File: src/rtl/capture_pkg.sv
// Shared types and constants for the capture/signature block.
// rot_xor is the single definition of the rotate-XOR signature step.
package capture_pkg;

   localparam int DATA_W = 8;
   localparam int DEPTH  = 16;
   localparam int ADDR_W = 4;

   localparam logic [ADDR_W:0] LAST_CNT = (ADDR_W+1)'(DEPTH - 1);

   typedef enum logic [1:0] {
      IDLE    = 2'd0,
      CAPTURE = 2'd1,
      DONE    = 2'd2
   } cap_state_t;

   function automatic logic [DATA_W-1:0] rot_xor(input logic [DATA_W-1:0] sig,
                                                 input logic [DATA_W-1:0] d);
      return {sig[DATA_W-2:0], sig[DATA_W-1]} ^ d;
   endfunction

endpackage

File: src/rtl/capture_buffer_ram.sv
// DEPTH x DATA_W sample buffer: one synchronous write port, one registered read port.
// Contents are intentionally not reset.
module capture_buffer_ram
   import capture_pkg::*;
(
   input  logic              clk,
   input  logic              we_i,
   input  logic [ADDR_W-1:0] waddr_i,
   input  logic [DATA_W-1:0] wdata_i,
   input  logic              re_i,
   input  logic [ADDR_W-1:0] raddr_i,
   output logic [DATA_W-1:0] rdata_o
);

   logic [DATA_W-1:0] mem_q [DEPTH];
   logic [DATA_W-1:0] rdata_q;

   // Same-address read and write on one edge returns the previous contents.
   always_ff @(posedge clk) begin
      if (we_i) begin
         mem_q[waddr_i] <= wdata_i;
      end
      if (re_i) begin
         rdata_q <= mem_q[raddr_i];
      end
   end

   assign rdata_o = rdata_q;

endmodule

File: src/rtl/capture_signature_unit.sv
// Captures a window of up to DEPTH samples and keeps sum and rotate-XOR signatures.
//   state   | meaning
//   IDLE    | waiting for start, no writes
//   CAPTURE | writing one sample per cycle, signatures accumulating
//   DONE    | window closed, count/signatures held until restart
module capture_signature_unit
   import capture_pkg::*;
(
   input  logic              clk,
   input  logic              clear,
   input  logic              start,
   input  logic              stop,
   input  logic [DATA_W-1:0] data_in,
   input  logic              rd_en,
   input  logic [ADDR_W-1:0] rd_addr,
   output logic [DATA_W-1:0] rd_data,
   output logic              busy,
   output logic              done,
   output logic [ADDR_W:0]   sample_count,
   output logic [DATA_W-1:0] sum_sig,
   output logic [DATA_W-1:0] rot_sig
);

   cap_state_t        state_q, state_d;
   logic [ADDR_W:0]   count_q, count_d;
   logic [DATA_W-1:0] sum_q, sum_d;
   logic [DATA_W-1:0] rot_q, rot_d;
   logic              rd_hit_q, rd_hit_d;
   logic              wr_en;
   logic [DATA_W-1:0] ram_rdata;

   always_comb begin
      state_d  = state_q;
      count_d  = count_q;
      sum_d    = sum_q;
      rot_d    = rot_q;
      wr_en    = 1'b0;
      rd_hit_d = rd_hit_q;

      unique case (state_q)
         IDLE, DONE: begin
            if (start) begin
               state_d = CAPTURE;
               count_d = '0;
               sum_d   = '0;
               rot_d   = '0;
            end
         end
         CAPTURE: begin
            wr_en   = 1'b1;
            count_d = count_q + 1'b1;
            sum_d   = sum_q + data_in;
            rot_d   = rot_xor(rot_q, data_in);
            if (stop || (count_q == LAST_CNT)) begin
               state_d = DONE;
            end
         end
         default: state_d = IDLE;
      endcase

      // Entries beyond the current window read back as zero.
      if (rd_en) begin
         rd_hit_d = ({1'b0, rd_addr} < count_q);
      end
   end

   always_ff @(posedge clk) begin
      if (clear) begin
         state_q  <= IDLE;
         count_q  <= '0;
         sum_q    <= '0;
         rot_q    <= '0;
         rd_hit_q <= 1'b0;
      end else begin
         state_q  <= state_d;
         count_q  <= count_d;
         sum_q    <= sum_d;
         rot_q    <= rot_d;
         rd_hit_q <= rd_hit_d;
      end
   end

   capture_buffer_ram u_ram (
      .clk     (clk),
      .we_i    (wr_en & ~clear),
      .waddr_i (count_q[ADDR_W-1:0]),
      .wdata_i (data_in),
      .re_i    (rd_en),
      .raddr_i (rd_addr),
      .rdata_o (ram_rdata)
   );

   assign rd_data      = rd_hit_q ? ram_rdata : '0;
   assign busy         = (state_q == CAPTURE);
   assign done         = (state_q == DONE);
   assign sample_count = count_q;
   assign sum_sig      = sum_q;
   assign rot_sig      = rot_q;

endmodule

File: config.mk
export PLATFORM = sky130hd
export DESIGN_NAME = capture_signature_unit
export DESIGN_NICKNAME = d
export VERILOG_FILES = /design/src/rtl/capture_pkg.sv /design/src/rtl/capture_buffer_ram.sv /design/src/rtl/capture_signature_unit.sv
export SDC_FILE = /design/constraint.sdc
export NUM_CORES = 1
export LEC_CHECK = 0
export BUFFER_PORTS_ARGS = -buffer_cell sky130_fd_sc_hd__buf_2
export CAP_MARGIN = 20
export CORE_MARGIN = 3
export CORE_UTILIZATION = 47
export CTS_CLUSTER_DIAMETER = 100
export CTS_CLUSTER_SIZE = 8
export DETAILED_ROUTE_END_ITERATION = 10
export PLACE_DENSITY = 0.66
export SKIP_LAST_GASP = 1
export SLEW_MARGIN = 20
export SYNTH_ARGS = -nofsm -noshare
export SYNTH_HDL_FRONTEND = slang
export SYNTH_SLANG_ARGS = --single-unit
File: constraint.sdc
create_clock -name clk -period 2.8 [get_ports clk]
set_input_delay 0.28 -clock clk [delete_from_list [all_inputs] [get_ports clk]]
set_output_delay 0.28 -clock clk [all_outputs]
set_load 0.005 [all_outputs]
==> reports/metrics.yaml, run 1 <==
max_freq_ghz: 0.455
startpoint_type: "flip-flop"
grt_overflow: 0
hold_class: "input pin to flip-flop"
intPower_mw: 4.04
dpl-instance-area_mm2: 0.00719
max_slew_margin_pct: 55.9
cts_buffers: 17
required_ps: 2840
synth_cells: 372
clock_tree.buffer_depth: 2
syn_nets: 405
ant_nets: 0
cts.repair.resized: 0
hold_viol: 0
cp.buffers_inverters: 0
period_needed_ps: 2200
clkPwrFrac_pct: 41.8
seq_area_frac_synth_pct: 68.1
seq_area_mm2: 0.00456
setup_slack_ps: 600
critPathArrivalTime_ps: 2240
path_class: "flip-flop to flip-flop"
drtIter0Drc: 365
io_buffers: 47
p_per_area_mw_per_mm2: 656
post-route-period-util_pct: 78.6
drv_slew: 0
via_per_inst: 5.71
rsz0062_at_grt: "no"
groute.usage.overall_pct: 18.7
setup-tns-final_ps: 0
cts_tree: "built"
power_switching_share_pct: 20.3
ios: 48
cts_setup_buffers: 0
p_sw_mw: 1.03
dr_total_vias: 3584
ir_worst_vdd_v: 0.000440
ys_top_cells_by_area: "edfxtp_1, mux4_1, dfxtp_1"
die_h_um: 125
critPathMaxFanout: 12
path_cells: "nand2b_1 > or2_2 > nor2_1 > and2_1"
final_cell_area_mm2: 0.00773
core_area_mm2: 0.0139
h-tree-depth: 4
start_util_pct: 48.1
fin_skew_ps: 5.12
gr-usage-met1_pct: 25.7
wl_per_cell_um: 22.4
layout-drive-gt1-share_pct: 21.9
cellLeakagePower_nw: 2.80
cts_hold_buf: 0
clock_latency_ps: 410
crit_path_end_kind: "flip-flop"
seqPwrFrac_pct: 52.1
yosys.area.top_type: "edfxtp_1"
die_w_um: 125
use_met2_pct: 30.2
fillers: 1071
critPathTopFamily: "simple AND/OR/NAND/NOR gates"
path_clk_slew_ps: 60
area_growth_pct: 15.3
synth_seq_cells: 160
antenna_found_initial: 0
fin_nets: 469
cp_slowest_stage_delay_ps: 580
drv_cap: 0
worst_pin_slew_ps: 662
grt_max_degree: 26
route.detailed.drc: 0
grt.busiest_layer: "met2"
rows: 43
dpl_worst_slack_ps: 542
synth-warning-count: 0
clock_sinks: 160
use_met3_pct: 4.02
grt_pass1_vias: 3683
fin_util_pct: 55.5
finalSetupViolations: 0
place.gp.congestion: 0.870
drtPass1Iterations: 4
syn_area_mm2: 0.00670
status: "finished clean"
dieArea_mm2: 0.0157
post-dp-hpwl_mm: 9.15
cts_root_buffer: "clkbuf_16"
slowest_stage: "and2_1"
avgSynthCellArea_um2: 18.0
diodes: 0
combPwrFrac_pct: 6.2
synth_top_cell_area_share_pct: 60.9
synthDistinctLibCells: 40
grt_pass1_wl_mm: 21.7
multi_input_comb_area_mm2: 0.00203
wl_mm: 14.0
==> cell usage in the layout (no fill, tap or decap), types with 2 or more instances in the layout <==
cell type	synthesis	final
buf_4	0	12
edfxtp_1	136	136
clkinv_1	0	4
o21ai_0	9	9
o21bai_1	2	2
a21o_1	2	2
nor4_2	0	2
mux4_1	30	30
nor2_1	27	27
clkbuf_16	0	17
xor2_1	11	11
clkinv_2	0	4
clkbuf_1	5	4
bufinv_16	0	2
buf_2	2	47
inv_1	8	8
and2_1	20	20
xnor2_1	2	2
a22oi_1	12	12
o22ai_1	4	4
nor3_1	7	7
a211oi_1	3	3
a21oi_1	11	11
mux4_2	10	10
dfxtp_1	24	24
nand2_1	6	6
ha_1	15	15
==> Yosys cell counts, drive strengths merged <==
| cell | instances |
|---|---|
| a311oi | 1 |
| o22ai | 4 |
| ha | 15 |
| inv | 8 |
| nor2b | 1 |
| nand2b | 1 |
| and3b | 1 |
| a22oi | 12 |
| a211oi | 3 |
| a21o | 2 |
| mux4 | 40 |
| dfxtp | 24 |
| or4 | 1 |
| o21bai | 2 |
| o41ai | 1 |
| xor2 | 11 |
| a21oi | 12 |
| o21ai | 9 |
| clkbuf | 5 |
| buf | 10 |
| nor3 | 7 |
| edfxtp | 136 |
| xnor2 | 2 |
| mux2i | 1 |
| a211o | 1 |
| o21a | 1 |
| nor2 | 27 |
| and2 | 20 |
| or2 | 1 |
| nand3b | 1 |
| fa | 1 |
| or3 | 1 |
| nor4 | 3 |
| nand2 | 6 |
| or4b | 1 |
==> power by group through the flow <==
stage	sequential [mW]	combinational [mW]	clock [mW]
after detailed placement	2.69	0.314	0
after CTS	2.64	0.316	2.16
after floorplan	2.69	0.191	0
final	2.64	0.313	2.12
after global placement	2.69	0.310	0
after global routing	2.64	0.346	2.25
==> stage by stage <==
step	hold WS, ps	instances	power (mW)
3_3_place_gp	478	597	3.00
6_report	170	628	5.07
5_1_grt	178	628	5.24
4_1_cts	147	628	5.11
2_1_floorplan	352	372	2.88
3_5_place_dp	486	597	3.00
==> per-layer routing <==
| metal | vias up | share of wire (%) |
|---|---|---|
| met5 | - | 0 |
| met4 | 0 | 1.6 |
| met3 | 17 | 5.0 |
| met2 | 104 | 49 |
| met1 | 1823 | 44 |
| li1 | 1640 | - |
==> worst register-to-register path, cell delays in order (launching register included) <==
cell,delay [ps]
dfxtp_1,440
nand2b_1,210
or2_2,440
nor2_1,170
and2_1,580
==> kinds of logic after synthesis <==
group / Yosys count / share of synthesized area (%)
AOI/OAI and AO/OA: 48 / 4.63
xor gates and xnor gates: 13 / 1.70
adders and majority gates: 16 / 3.10
buffers and inverters: 23 / 1.83
DFF: 160 / 68.1
muxes: 41 / 15.3
and+or+nand+nor: 71 / 5.39
==> final cells by class <==
type                    instances  area share [%]
inverters                       8           0.388
well taps                     180            2.91
flip-flops and latches        160            59.0
clock inverters                10            1.23
multi-input cells             189            26.3
clock buffers                  21            5.70
repair buffers                 60            4.47
==> path summary, 6_finish.rpt <==
kind,start,to,slack [ps],depth (start not counted)
hold reg to reg,sum_sig[5]$_SDFFE_PP0P_,sum_sig[5]$_SDFFE_PP0P_,500,2
setup / recovery,state_q[0]$_SDFFE_PP0P_,u_ram.mem_q[13][3]$_DFFE_PP_,600,4
setup reg to reg,state_q[0]$_SDFFE_PP0P_,u_ram.mem_q[13][3]$_DFFE_PP_,600,4
hold / removal,start,state_q[0]$_SDFFE_PP0P_,170,3
==> flip-flops by register name (all words and copies together) (netlist names) <==
name,count
u_ram.mem_q,128
rd_hit_q,1
sum_sig,8
u_ram.rdata_o,8
rot_sig,8
state_q,2
sample_count,5
(Power assumes the default switching activity.)
==> run 2: changes to the inputs <==
--- a/config.mk
+++ b/config.mk
@@ -5,6 +5,7 @@
 export SDC_FILE = /design/constraint.sdc
 export NUM_CORES = 1
 export LEC_CHECK = 0
+export ABC_AREA = 1
 export BUFFER_PORTS_ARGS = -buffer_cell sky130_fd_sc_hd__buf_2
 export CAP_MARGIN = 20
 export CORE_MARGIN = 3
@@ -12,7 +13,7 @@
 export CTS_CLUSTER_DIAMETER = 100
 export CTS_CLUSTER_SIZE = 8
 export DETAILED_ROUTE_END_ITERATION = 10
-export PLACE_DENSITY = 0.66
+export PLACE_DENSITY = 0.68
 export SKIP_LAST_GASP = 1
 export SLEW_MARGIN = 20
 export SYNTH_ARGS = -nofsm -noshare
==> constraint.sdc (replaced) <==
create_clock -name clk -period 1.8 [get_ports clk]
set_input_delay 0.18 -clock clk [delete_from_list [all_inputs] [get_ports clk]]
set_output_delay 0.18 -clock clk [all_outputs]
set_load 0.005 [all_outputs]
==> reports/metrics.yaml, run 2 <==
max_slew_margin_pct: 74.1
combPwrFrac_pct: 7.2
startpoint: "sum_sig[0]$_SDFFE_PP0P_"
antenna_found_initial: 0
via_per_inst: 5.44
critPathMaxFanout: 4
crit_path_end_kind: "flip-flop"
regMostFlops: "u_ram.mem_q"
setup_slack_ps: 188
start_util_pct: 48.7
finalSetupViolations: 0
synthTopCellsByCount: "edfxtp_1, nor2_1, nand2_1"
ant_nets: 0
status: "finished clean"
hold_viol: 0
drv_slew: 0
p_per_area_mw_per_mm2: 1040
grt_max_degree: 66
wl_per_cell_um: 17.8
power_switching_share_pct: 21.0
cp_slowest_stage_delay_ps: 440
post-route-period-util_pct: 89.5
syn_nets: 636
diodes: 0
async_flop_share_pct: 0
dr_total_vias: 4724
path_clk_slew_ps: 60
met2RoutedLength_mm: 7.27
cts_root_buffer: "clkbuf_16"
drv_cap: 0
grt_pass1_wl_mm: 24.1
ys_top_cells_by_area: "edfxtp_1, dfxtp_1, nor2_1"
layout_commonest_cell: "edfxtp_1"
path_cells: "ha_1 > fa_1 > a21oi_1 > nor2_1 > nor2_1 > nand2_1 > a21oi_1"
synth-warning-count: 0
worst_pin_slew_ps: 388
cts_buffers: 17
post-dp-hpwl_mm: 10.2
synth.most_common_cell: "edfxtp_1"
cts_tree: "built"
cp-endpoint: "sum_sig[4]$_SDFFE_PP0P_"
synth_cells: 603
drtPass1Iterations: 5
drtIter0Drc: 428
rrSetupSlack_ps: 190
hold_class: "input pin to flip-flop"
p_sw_mw: 1.75
h-tree-depth: 4
synth_top_cell_area_share_pct: 59.7
synth_seq_cells: 160
synth-edff-count: 136
startpoint_type: "flip-flop"
synthDistinctLibCells: 31
clkPwrFrac_pct: 43.4
seqPwrFrac_pct: 49.4
cts_hold_buf: 0
place.gp.congestion: 0.821
io_buffers: 47
reg2reg_depth: 7
core_area_mm2: 0.0140
area_growth_pct: 16.9
grt_overflow: 0
clock_tree.buffer_depth: 2
grt_pass1_vias: 4349
fin_skew_ps: 10.3
avgSynthCellArea_um2: 11.3
syn_area_mm2: 0.00684
ir_worst_vdd_v: 0.000672
layout-drive-gt1-share_pct: 17.6
rsz0062_at_grt: "no"
intPower_mw: 6.58
rows: 43
path_class: "flip-flop to flip-flop"
layout_common_cells: "edfxtp_1, nor2_1, nand2_1"
ys.flop_type: "edfxtp_1"
route.detailed.drc: 0
dpl_worst_slack_ps: 209
dieArea_mm2: 0.0160
wl_mm: 15.4
wl_met3_mm: 1.10
clock_latency_ps: 420
r2r-end: "sum_sig[4]$_SDFFE_PP0P_"
fin_nets: 708
period_needed_ps: 1610
seq_area_frac_synth_pct: 66.7
groute.usage.overall_pct: 20.0
slowest_stage: "fa_1"
die_h_um: 127
setup-tns-final_ps: 0
ios: 48
yosys.area.top_type: "edfxtp_1"
cellLeakagePower_nw: 3.03
critPathArrivalTime_ps: 1960
wl_met1_mm: 6.62
maxUsedRoutingLayer: "met4"
clock_sinks: 160
r2r_start: "sum_sig[0]$_SDFFE_PP0P_"
die_w_um: 127
largest_register_ff_count: 128
max_freq_ghz: 0.620
required_ps: 2150
run 2: critical path, delay by kind of cell, from the launching register on:
family                   cells  cell delay [ps]
AO/OA/AOI/OAI                2              350
adder cells (fa/ha/maj)      2              660
flip-flops                   1              330
AND/OR/NAND/NOR              3              200
run 2: cells by family after synthesis:
kind of cell | Yosys count | share of synthesized area (%)
fa+ha+maj | 16 | 3.04
xor+xnor | 1 | 0.128
flops | 160 | 66.7
simple gates | 210 | 12.3
compound gates | 150 | 13.0
buf+inv | 66 | 4.86
run 2: final cells by class:
class | instances | area (um^2)
inverter | 38 | 151
tap | 180 | 225
clock buffer | 28 | 537
clock inverter | 4 | 72.6
fill | 1138 | 6040
timing repair buffer | 81 | 503
multi-input combinational | 377 | 1950
sequential | 160 | 4560
run 2: routing by layer:
metal | track usage [%] | vias to the layer above
met1 | 27.0 | 2223
li1 | - | 2286
met4 | 8.77 | 0
met3 | 4.76 | 29
met5 | 0 | -
met2 | 31.0 | 186
run 2: power groups by stage:
stage	Clock, mW	Sequential [mW]	Combinational, mW
final	3.61	4.11	0.601
after CTS	3.64	4.11	0.605
after floorplan	0	4.18	0.362
after global placement	0	4.19	0.589
after global routing	3.81	4.12	0.670
after detailed placement	0	4.19	0.602
run 2: per-stage QoR:
| step | cell area (um^2) | util (%) | cells | hold WS (ps) | power [mW] |
|---|---|---|---|---|---|
| 2_1_floorplan | 6840 | - | 603 | 279 | 4.55 |
| 3_3_place_gp | 7390 | 52.6 | 836 | 466 | 4.78 |
| 3_5_place_dp | 7390 | 52.6 | 836 | 475 | 4.79 |
| 4_1_cts | 8000 | 57.0 | 868 | 33.4 | 8.36 |
| 5_1_grt | 8000 | 57.0 | 868 | 68.6 | 8.60 |
| 6_report | 8000 | 57.0 | 868 | 52.2 | 8.32 |
run 2: worst min path at each step:
stage,from,to,slack (ps),cells past startpoint
2_1_floorplan,data_in[0],u_ram.mem_q[0][0]$_DFFE_PP_,280,0
3_3_place_gp,stop,state_q[0]$_SDFFE_PP0P_,470,4
3_5_place_dp,stop,state_q[1]$_SDFFE_PP0P_,470,3
4_1_cts,stop,state_q[1]$_SDFFE_PP0P_,30,3
5_1_grt,stop,state_q[0]$_SDFFE_PP0P_,70,4
6_report,stop,state_q[1]$_SDFFE_PP0P_,50,3
run 2: repair_timing:
item                                    4_1_cts  5_1_grt
endpoints found under the setup margin        1        0
buffers inserted                              0        0
gates resized for setup                       1        0
hold endpoints to repair                      0        0
